`config.mk`:
```
export PLATFORM = sky130hd
export DESIGN_NAME = mem_stage
export DESIGN_NICKNAME = d
export VERILOG_FILES = /design/src/rtl/mem_stage.sv
export SDC_FILE = /design/constraint.sdc
export NUM_CORES = 1
export LEC_CHECK = 0
export CORE_MARGIN = 2
export CORE_UTILIZATION = 47
export CTS_CLUSTER_SIZE = 28
export DETAILED_ROUTE_END_ITERATION = 8
export PLACE_DENSITY = 0.85
export REMOVE_ABC_BUFFERS = 1
export SYNTH_ARGS = -nofsm -noshare
export SYNTH_HDL_FRONTEND = slang
export SYNTH_SLANG_ARGS = --single-unit
```
`constraint.sdc`:
```
create_clock -name clk -period 3.5 [get_ports clk]
set_clock_uncertainty 0.1 [all_clocks]
set_input_delay 0.7 -clock clk [delete_from_list [all_inputs] [get_ports clk]]
set_output_delay 0.7 -clock clk [all_outputs]
set_load 0.02 [all_outputs]
```
`src/rtl/mem_stage.sv`:
```
// mem_stage: EX/MEM and MEM/WB pipeline registers of the MIPS memory stage,
// a req/ready data-memory port, stall generation and a timeout error path.
`default_nettype none

module mem_stage #(
  parameter int TIMEOUT = 255
) (
  input  logic        clk,
  input  logic        reset,
  input  logic        RegWriteE,
  input  logic        MemtoRegE,
  input  logic        MemWriteE,
  input  logic [31:0] ALUOutE,
  input  logic [31:0] WriteDataE,
  input  logic [4:0]  WriteRegE,
  output logic        dmem_req,
  output logic        dmem_we,
  output logic [31:0] dmem_addr,
  output logic [31:0] dmem_wdata,
  input  logic        dmem_ready,
  input  logic [31:0] dmem_rdata,
  output logic        MemStall,
  output logic        RegWriteM,
  output logic [4:0]  WriteRegM,
  output logic [31:0] ALUOutM,
  output logic        RegWriteW,
  output logic [4:0]  WriteRegW,
  output logic [31:0] ResultW,
  output logic        MemErr
);

  localparam int CW = $clog2(TIMEOUT + 1);

  typedef enum logic [0:0] {IDLE = 1'b0, WAIT = 1'b1} state_t;

  state_t        state, state_next;
  logic [CW-1:0] cnt, cnt_next;

  logic        MemtoRegM, MemWriteM;
  logic [31:0] WriteDataM;
  logic        MemtoRegW;
  logic [31:0] ALUOutW, ReadDataW;

  logic acc_m, mis_m, timeout, done, err;

  assign acc_m    = MemtoRegM | MemWriteM;
  assign mis_m    = acc_m & (ALUOutM[1:0] != 2'b00);
  assign dmem_req = acc_m & ~mis_m;
  assign dmem_we  = MemWriteM;
  assign dmem_addr  = ALUOutM;
  assign dmem_wdata = WriteDataM;

  // Timeout only fires if the memory has not answered in the final allowed cycle.
  assign timeout  = (state == WAIT) & (cnt == CW'(TIMEOUT)) & ~dmem_ready;
  assign done     = ~acc_m | mis_m | dmem_ready | timeout;
  assign MemStall = acc_m & ~done;
  assign err      = mis_m | timeout;

  assign ResultW  = MemtoRegW ? ReadDataW : ALUOutW;

  always_comb begin
    state_next = state;
    cnt_next   = cnt;
    case (state)
      IDLE: begin
        if (dmem_req & ~dmem_ready) begin
          state_next = WAIT;
          cnt_next   = CW'(1);
        end
      end
      WAIT: begin
        if (dmem_ready | timeout) begin
          state_next = IDLE;
          cnt_next   = '0;
        end else begin
          cnt_next = cnt + CW'(1);
        end
      end
      default: begin
        state_next = IDLE;
        cnt_next   = '0;
      end
    endcase
  end

  always_ff @(posedge clk) begin
    if (reset) begin
      state <= IDLE;
      cnt   <= '0;
    end else begin
      state <= state_next;
      cnt   <= cnt_next;
    end
  end

  always_ff @(posedge clk) begin
    if (reset) begin
      RegWriteM  <= 1'b0;
      MemtoRegM  <= 1'b0;
      MemWriteM  <= 1'b0;
      ALUOutM    <= '0;
      WriteDataM <= '0;
      WriteRegM  <= '0;
    end else if (!MemStall) begin
      RegWriteM  <= RegWriteE;
      MemtoRegM  <= MemtoRegE;
      MemWriteM  <= MemWriteE;
      ALUOutM    <= ALUOutE;
      WriteDataM <= WriteDataE;
      WriteRegM  <= WriteRegE;
    end
  end

  // A faulting access completes without a register write; the error is sticky.
  always_ff @(posedge clk) begin
    if (reset) begin
      RegWriteW <= 1'b0;
      MemtoRegW <= 1'b0;
      ALUOutW   <= '0;
      ReadDataW <= '0;
      WriteRegW <= '0;
      MemErr    <= 1'b0;
    end else if (MemStall) begin
      RegWriteW <= 1'b0;
    end else begin
      RegWriteW <= RegWriteM & ~err;
      MemtoRegW <= MemtoRegM;
      ALUOutW   <= ALUOutM;
      ReadDataW <= dmem_rdata;
      WriteRegW <= WriteRegM;
      MemErr    <= MemErr | err;
    end
  end

endmodule

`default_nettype wire

```
==> results.sh <==
export IMPL_finalMaxSlewViolations=0
export IMPL_setup_slack_ns=0.232
export IMPL_clockBufferDepth=2
export IMPL_antenna_cells=0
export IMPL_finalHoldViolCount=0
export IMPL_setup_viol=0
export IMPL_maxCapViolCount=0
export IMPL_wirelength_um=18600
export IMPL_dpl_instance_area_mm2=0.00878
export IMPL_routed_via_count=6410
export IMPL_fin_crit_sh_pct=93.4
export IMPL_crit_chain="clkdlybuf4s50_1 -> or4_4 -> nor2_1 -> clkdlybuf4s50_1"
export IMPL_syn_area_mm2=0.00658
export IMPL_drt_initial_drc_count=547
export IMPL_powerDensity_mw_per_mm2=491
export IMPL_layout_cells_non_filler=1138
export IMPL_cts_setup_buffers=0
export IMPL_clock_sinks=153
export IMPL_route_detailed_drc=0
export IMPL_end_kind="primary output"
export IMPL_layout_commonest_cell="clkdlybuf4s50_1"
export IMPL_grt_pass1_vias=6067
export IMPL_dp_cells=1106
export IMPL_hp_class="reg2reg"
export IMPL_grt_overflow=0
export IMPL_place_ws_ns=0.266
export IMPL_htreeDepth=4
export IMPL_start_kind="input port"
export IMPL_ant_nets=0
export IMPL_postCtsHoldBufs=0
export IMPL_slowest_delay_ns=0.65
export IMPL_crit_fanout=2
export IMPL_die_h_um=122
export IMPL_rows=43
export IMPL_worstMarginPinSlew_ns=0.776
export IMPL_ctsResizeCount=0
export IMPL_clkTransAtPathRegs_ns=0.06
export IMPL_worstPathArrival_ns=2.47
export IMPL_nets=1053
export IMPL_final_cell_mix="clkdlybuf4s50_1 (249), dfxtp_1 (152), a21oi_1 (145), nand3_1 (142), o21ai_0 (114)"
export IMPL_syn_inst=778
export IMPL_hpwl_um=11500
export IMPL_start_util_pct=47.7
export IMPL_ys_seq_area_share_pct=46.6
export IMPL_status="completed"
export IMPL_drive_above_1_share_pct=8.66
export IMPL_antenna_found_initial=0
export IMPL_n_fill_cell=1138
export IMPL_clkLatencyLatePin_ns=0.41
export IMPL_rsz0062_at_grt="false"
export IMPL_synth_cell_type_count=36
export IMPL_peakVddDrop_mv=0.308
export IMPL_grt_pass1_wl_um=29800
export IMPL_critPathKind="in2out"
export IMPL_ys_seq_elements=153
export IMPL_numPortBuffers=250
export IMPL_pin_count=251
export IMPL_die_x_um=122
export IMPL_globalRouteTotalUtil_pct=24.7
export IMPL_finalWeightedCongestion=0.760
export IMPL_via_per_inst=5.63
export IMPL_synth_avg_cell_area_um2=8.45
export IMPL_drt_wirelength_per_cell_um=16.3
export IMPL_cp_slowest_cell="clkdlybuf4s50_1"
export IMPL_crit_required_ns=2.70
export IMPL_drt_pass1_iterations=5
export IMPL_power_leakage_nw=3.27
export IMPL_fin_crit_ns=3.27
export IMPL_slew_headroom_pct=48.3
export IMPL_layout_area_overhead_vs_synth_pct=42.9
export IMPL_cpMostUsedCell="clkdlybuf4s50_1"
export IMPL_fmax_mhz=306
export IMPL_clk_root_buffer_cell="clkbuf_16"
export IMPL_dieArea_mm2=0.0150
export IMPL_stdcell_area_mm2=0.00939
export IMPL_grt_max_degree=139
export IMPL_core_mm2=0.0138
export IMPL_ys_warn_count=0
export IMPL_cts_buffers=17
export IMPL_cts_tree="yes"
==> synth_stat cells <==
master / n / share of area, %
nor3b_1: 2 / 0.23
nor2_2: 2 / 0.19
buf_6: 13 / 2.2
o21ba_2: 1 / 0.15
buf_4: 33 / 3.8
inv_1: 2 / 0.11
a21oi_1: 145 / 11
and4_1: 2 / 0.27
a211oi_1: 1 / 0.11
o22ai_2: 1 / 0.19
mux2_2: 32 / 5.5
nor2b_1: 1 / 0.095
nand2b_1: 2 / 0.19
nand3b_1: 1 / 0.11
and2_1: 1 / 0.095
a22oi_1: 1 / 0.11
nor4b_1: 1 / 0.13
o21ai_0: 114 / 8.7
o21ai_1: 29 / 2.2
clkbuf_1: 45 / 2.6
a31oi_1: 4 / 0.38
nand4_1: 2 / 0.19
and3_1: 2 / 0.19
or3_1: 1 / 0.095
o41a_1: 1 / 0.17
nor2_1: 10 / 0.57
nand2_1: 3 / 0.17
nor3_1: 3 / 0.23
or4_4: 1 / 0.17
dfxtp_1: 153 / 47
o21a_1: 1 / 0.11
nor4_4: 1 / 0.32
ha_1: 1 / 0.19
or2_2: 1 / 0.095
nand3_1: 142 / 11
buf_2: 23 / 1.8
==> kinds of logic (layout without fill, tap and decap cells) <==
kind of cell / Yosys count / in the layout / share of synthesized area [%]
and+or+nand+nor: 178 / 178 / 14.2
DFF: 153 / 153 / 46.6
adders and majority gates: 1 / 1 / 0.190
muxes: 32 / 32 / 5.48
buffers and inverters: 116 / 296 / 10.4
AOI/OAI and AO/OA: 298 / 298 / 23.2
==> cell type report <==
type / count / area, µm² / area share, %
Sequential cell: 153 / 3060 / 32.6
Multi-Input combinational cell: 509 / 2830 / 30.2
Timing Repair Buffer: 262 / 2650 / 28.2
Clock buffer: 19 / 433 / 4.61
Tap cell: 180 / 225 / 2.40
Clock inverter: 13 / 178 / 1.89
Inverter: 2 / 7.51 / 0.0799
==> worst max-delay path, delay by kind of cell <==
family	cells	cell delay, ns
buffers and inverters	2	1.07
and+or+nand+nor	2	0.69
==> per-layer routing <==
| metal | track usage (%) | vias up | share of wire [%] |
|---|---|---|---|
| li1 | - | 3095 | - |
| met1 | 30.5 | 3051 | 41 |
| met2 | 40.0 | 230 | 49 |
| met3 | 7.99 | 34 | 7.8 |
| met4 | 10.1 | 0 | 2.4 |
| met5 | 0 | - | 0 |
==> flip-flops by register name, summed over array words and instances (netlist names) <==
register / flops
cnt: 8
WriteRegM: 5
RegWriteM: 1
WriteRegW: 5
state: 1
ALUOutW: 32
MemtoRegW: 1
ALUOutM: 32
dmem_we: 1
MemErr: 1
MemtoRegM: 1
dmem_wdata: 32
RegWriteW: 1
ReadDataW: 32
==> report_power, final <==
part	total, mW	internal (mW)	switching [mW]
sequential	1.93	1.85	0.0749
combinational	0.779	0.398	0.381
clock	1.90	1.19	0.716
==> per-stage QoR <==
stage               setup TNS (ns)  total power, mW  hold WS [ns]  util, %
floorplan                  -143.55             2.30         0.334        -
global placement                 0             2.73         0.347     63.8
detailed placement               0             2.74         0.353     63.8
CTS                              0             4.64         0.361     68.2
global route                     0             4.79         0.377     68.2
finish                           0             4.61         0.360     68.2
==> path summary, 6_finish.rpt <==
| path | startpoint | end | slack (ns) | depth (start not counted) |
|---|---|---|---|---|
| max | dmem_ready | MemStall | 0.23 | 4 |
| min reg2reg | dmem_wdata[19] | dmem_wdata[19] | 0.36 | 2 |
| min | dmem_wdata[19] | dmem_wdata[19] | 0.36 | 2 |
| max reg2reg | MemtoRegM | ALUOutM[16] | 0.91 | 6 |
Power figures use the tool's default switching activity.
==> patch 1, RTL diff (same flow settings) <==
Set the parameter `TIMEOUT` to 510 (it was 255).
--- a/src/rtl/mem_stage.sv
+++ b/src/rtl/mem_stage.sv
@@ -5,3 +5,3 @@
 module mem_stage #(
-  parameter int TIMEOUT = 255
+  parameter int TIMEOUT = 510
 ) (
Function: same outputs for any inputs over 10 cycles, from zero or initial values and one cycle with reset high; that may be too few to reach the edited logic, so the function may still have changed.
==> patch 1 against the unedited design <==
  * Clock power up 4%
  * Power up 4.2%
  * Wire length down 13%
  * Worst setup slack better by 0.15 ns
  * Final area up 9.1%
  * Utilization down 0.55 points
  * Combinational power up 13%
  * Area after synthesis up 11%
  * Sequential cell count up 1
  * Sequential share of layout area down 2.5 points
==> patch 1: results (changes against the unedited design) <==
Logic synthesis
  • Post-synthesis mux area share: 0.242 (+0.187)
  • Post-synth top cells: nand2b_1 (243), dfxtp_1 (154), mux2i_1 (140)
  • Post-Synth Adder-Cell Area: 0.00344 (+0.00153)
  • Compound-Gate Fraction of Synth Area: 0.0199 (-0.212)
  • XOR/XNOR share of the synthesized area: 0.00120 (+0.00120)
  • Register area share after synthesis: 0.423 (-0.0426)
  • Main area contributors after synthesis: dfxtp_1 (42%), nand2b_1 (21%), mux2i_1 (19%)
  • Unique masters post-synth: 33 (-8.3%)

Worst setup path
  • R2R Path End: ReadDataW[7]
  • Crit path max fanout: 4 (+2)
  • FF-to-FF Start: cnt[0]
  • R2r setup slk: 1.19 ns (+0.28 ns)
  • FF-to-FF path depth: 8 (+2)
  • CP arrival: 2.32 ns (-0.15 ns)

Pwr
  • Leakage: 3.87 nW (+19%)
  • PD cells: 469 mW/mm^2 (-4.5%)
  • VDD IR max: 0.329 mV (+7.1%)

Status
  • Run status: completed

Drt
  • 1st-iter DRT viols: 219 (-60%)
  • Vias per cell: 4.85 (-14%)
  • Wire length per cell: 14.5 um (-11%)

Finish
  • Fraction of layout cells with a size suffix above 1: 0.0876 (+0.000929)
  • Final #Nets: 1021 (-3.0%)
  • Fillers: 1206 (+6.0%)

Worst hold path
  • Worst hold start: ALUOutW[27]
  • Hold depth: 2 (unchanged)
  • Hold endpoint: ALUOutW[27]

Global route
  • Global Route Usage Sum: 0.198 (-0.0489)
  • Global-route met1 utilization: 0.234 (-0.0710)
  • Global-route wire length before repair: 26.1 mm (-12%)
  • Vias in the first global route: 5349 (-12%)
  • Pin count of the biggest net entering global routing: 161 (+16%)
  • M3 GR Usage: 0.0715 (-0.00841)

Place
  • Dpl cell area: 0.00960 mm^2 (+9.3%)
  • DP Worst Slack: 0.381 ns (+0.115 ns)
  • Post-DP HPWL: 10.7 mm (-7.4%)

STA
  • Worst rel slew slack: 0.417 (-0.0654)
  • Final period util: 0.891 (-0.0427)

Clocking
  • CTS HTree Levels: 4 (unchanged)
-- patch 1: cell types whose count changed after synthesis, moves of 4 or more --
| cell | unedited run | this run |
|---|---|---|
| a21oi_1 | 145 | 7 |
| a21o_1 | 0 | 4 |
| nand3_1 | 142 | 5 |
| buf_6 | 13 | 7 |
| clkbuf_1 | 45 | 31 |
| buf_2 | 23 | 5 |
| o21ai_0 | 114 | 5 |
| mux2i_1 | 0 | 140 |
| or2_2 | 1 | 5 |
| o21ai_1 | 29 | 0 |
| buf_4 | 33 | 37 |
| a31oi_1 | 4 | 0 |
| nand2b_1 | 2 | 243 |
-- patch 1: routing by layer --
layer  wire [um]  up-vias
li1            -     2731
met1        7010     2508
met2        7830      147
met3        1080       16
met4         223        0
met5           0        -
-- patch 1: final cells by class --
class / count / share of cell area
Tap cell: 188 / 0.0230
Multi-Input combinational cell: 478 / 0.359
Clock inverter: 13 / 0.0186
Inverter: 6 / 0.00269
Clock buffer: 19 / 0.0442
Sequential cell: 154 / 0.301
Timing Repair Buffer: 255 / 0.251
-- patch 1: kinds of logic after synthesis --
| group | Yosys count |
|---|---|
| flip-flops | 154 |
| AND/OR/NAND/NOR | 280 |
| XOR/XNOR | 1 |
| adder cells (fa/ha/maj) | 2 |
| AO/OA/AOI/OAI | 23 |
| buffers and inverters | 86 |
| multiplexers | 172 |
-- patch 1: metrics by stage --
step	instances	hold slack, ns
global route	1113	0.393
global placement	1081	0.358
finish	1113	0.373
detailed placement	1081	0.363
floorplan	638	0.346
CTS	1113	0.377
-- patch 1: critical path, stage by stage --
cell and delay, ns:
clkdlybuf4s50_1 0.44, inv_1 0.09, nand3_1 0.12, a21o_2 0.27
inv_6 0.07, clkdlybuf4s50_1 0.62
-- patch 1: report_power, final --
| part | internal, W | switching (W) |
|---|---|---|
| combinational | 0.000486 | 0.000391 |
| clock | 0.00124 | 0.000745 |
| sequential | 0.00187 | 0.0000742 |
-- patch 1: worst max-delay path by stage --
| stage | start | end | depth (start not counted) |
|---|---|---|---|
| 3_5_place_dp | dmem_ready | MemStall | 6 |
| 4_1_cts | dmem_ready | MemStall | 6 |
| 5_1_grt | dmem_ready | MemStall | 6 |
| 2_1_floorplan | dmem_ready | MemStall | 4 |
| 3_3_place_gp | dmem_ready | MemStall | 6 |
| 6_report | dmem_ready | MemStall | 6 |
==> patch 2, RTL diff (same flow settings) <==
Made on the original files. Reset style: asynchronous (`reset`), changed in 3 clocked blocks.
--- a/src/rtl/mem_stage.sv
+++ b/src/rtl/mem_stage.sv
@@ -85,3 +85,3 @@
 
-  always_ff @(posedge clk) begin
+  always_ff @(posedge clk or posedge reset) begin
     if (reset) begin
@@ -95,3 +95,3 @@
 
-  always_ff @(posedge clk) begin
+  always_ff @(posedge clk or posedge reset) begin
     if (reset) begin
@@ -114,3 +114,3 @@
   // A faulting access completes without a register write; the error is sticky.
-  always_ff @(posedge clk) begin
+  always_ff @(posedge clk or posedge reset) begin
     if (reset) begin
Check against the original RTL: differs if reset is asserted again (counterexample within 4 cycles, from zero or initial values and one cycle with reset high); with reset held inactive, the same outputs for 10 cycles.
==> patch 2 against the unedited design <==
  * Wire length is 15% lower
  * Critical path depth increased by 1
  * Sequential share of layout area grew 6.7 points
  * Power is 6.7% higher
  * Sequential cell count unchanged
  * Area after synthesis increased by 2.2%
  * Worst setup slack better by 0.080 ns
  * Final area up 3.7%
  * Cell count fell by 25%
  * Die area is 2.1% higher
==> patch 2: results (changes against the unedited design) <==
Status
  • Run status: completed

Clocking
  • Clock-pin slew on the worst setup and hold paths: 0.06 ns (about the same)
  • Post-CTS setup buffer count: 0 (unchanged)

Logic synthesis
  • Post-Synth Adder-Cell Area: 0.00186 (-0.0000408)
  • Register area share after synthesis: 0.570 (+0.104)
  • Post-synth top cells: dfrtp_1 (153), mux2_2 (103), mux2_4 (60)
  • Post-synthesis mux area share: 0.318 (+0.264)
  • Main area contributors after synthesis: dfrtp_1 (57%), mux2_2 (17%), mux2_4 (13%)
  • Share of synthesized registers carrying an async set or reset: 1.00 (+1.00)
  • Top FF cell, synth: dfrtp_1
  • Compound-Gate Fraction of Synth Area: 0.0263 (-0.205)
  • Unique masters post-synth: 35 (-2.8%)

Worst hold path
  • Hold endpoint: ALUOutW[1]
  • Worst min-delay path class: register to register
  • Worst hold start: ALUOutW[1]
  • Hold depth: 1 (-1)

Worst setup path
  • R2r setup slk: 0.84 ns (-0.07 ns)
  • Critical path's largest stage delay: 0.63 ns (-0.02 ns)
  • R2R Path End: ReadDataW[17]
  • CP arrival: 2.39 ns (-0.08 ns)
  • FF-to-FF Start: cnt[0]
  • CP max-delay cell: clkdlybuf4s50_1

Pwr
  • Power Internal: 0.00363 W (+5.4%)
  • VDD IR max: 0.285 mV (-7.2%)
  • Clock network power share: 0.363 (-0.050)
  • Flop pwr share: 0.419 (about the same)
  • Leakage: 4.12 nW (+26%)
  • Net Sw Frac: 0.263 (+0.00885)

Global route
  • Pin count of the biggest net entering global routing: 73 (-47%)
  • Vias in the first global route: 4730 (-22%)
  • Global Route Usage Sum: 0.213 (-0.0347)
  • Initial antenna violation count: 0 (unchanged)
  • Global-route wire length before repair: 24.8 mm (-17%)

Drt
  • Routed Antenna Nets: 0 (unchanged)
  • Final wirelength: 15.7 mm (-15%)
  • First-pass detailed-route iteration total: 4 (-1)
  • 1st-iter DRT viols: 184 (-66%)
  • Via count: 4383 (-32%)

Place
  • Post-DP HPWL: 10.7 mm (-7.4%)
  • Global placement routability congestion: 0.720 (-5.2%)

Finish
  • Diode count: 0 (unchanged)
  • Fraction of layout cells with a size suffix above 1: 0.310 (+0.223)
  • Fillers: 927 (-19%)
  • Final #Nets: 766 (-27%)

STA
  • Hold WS: 0.375 ns (+0.0151 ns)
  • Worst-margin pin slew: 0.957 ns (+0.181 ns)
## patch 2: changes by cell type after synthesis, moves of 6 or more
cell      change
dfrtp_1     +153
mux2_4       +60
a21oi_1     -145
o21ai_1      -29
buf_6         -6
nand3_1     -140
buf_2        -15
mux2_2       +71
mux2_1        +7
clkbuf_1     -41
o21ai_0     -105
dfxtp_1     -153
## patch 2: per-layer routing
metal,share of wire,track usage
met3,0.075,0.0646
met2,0.51,0.356
met1,0.40,0.256
met5,0,0
met4,0.021,0.0859
## patch 2: how the worst max path moves through the flow
stage / start / endpoint / slack [ns]
after global placement: dmem_ready / MemStall / 0.28
after floorplan: reset / ALUOutM[0] / -1.42
after detailed placement: dmem_ready / MemStall / 0.30
final: dmem_ready / MemStall / 0.31
after CTS: dmem_ready / MemStall / 0.28
after global routing: dmem_ready / MemStall / 0.21
## patch 2: area by class of cell
class / instances / area [um^2] / area share
inverters: 5 / 26.3 / 0.00270
flip-flops and latches: 153 / 3830 / 0.393
clock inverters: 12 / 125 / 0.0128
multi-input cells: 224 / 2490 / 0.256
well taps: 180 / 225 / 0.0231
clock buffers: 20 / 457 / 0.0469
repair buffers: 257 / 2580 / 0.265
## patch 2: per-stage QoR
| step | instance area, um^2 | utilization | setup WS, ns | TNS, ns | std cells |
|---|---|---|---|---|---|
| floorplan | 6340 | - | -1.42 | -217.48 | 382 |
| global placement | 9160 | 0.657 | 0.281 | 0 | 819 |
| detailed placement | 9160 | 0.657 | 0.298 | 0 | 819 |
| CTS | 9740 | 0.699 | 0.285 | 0 | 851 |
| global route | 9740 | 0.699 | 0.212 | 0 | 851 |
| finish | 9740 | 0.699 | 0.313 | 0 | 851 |
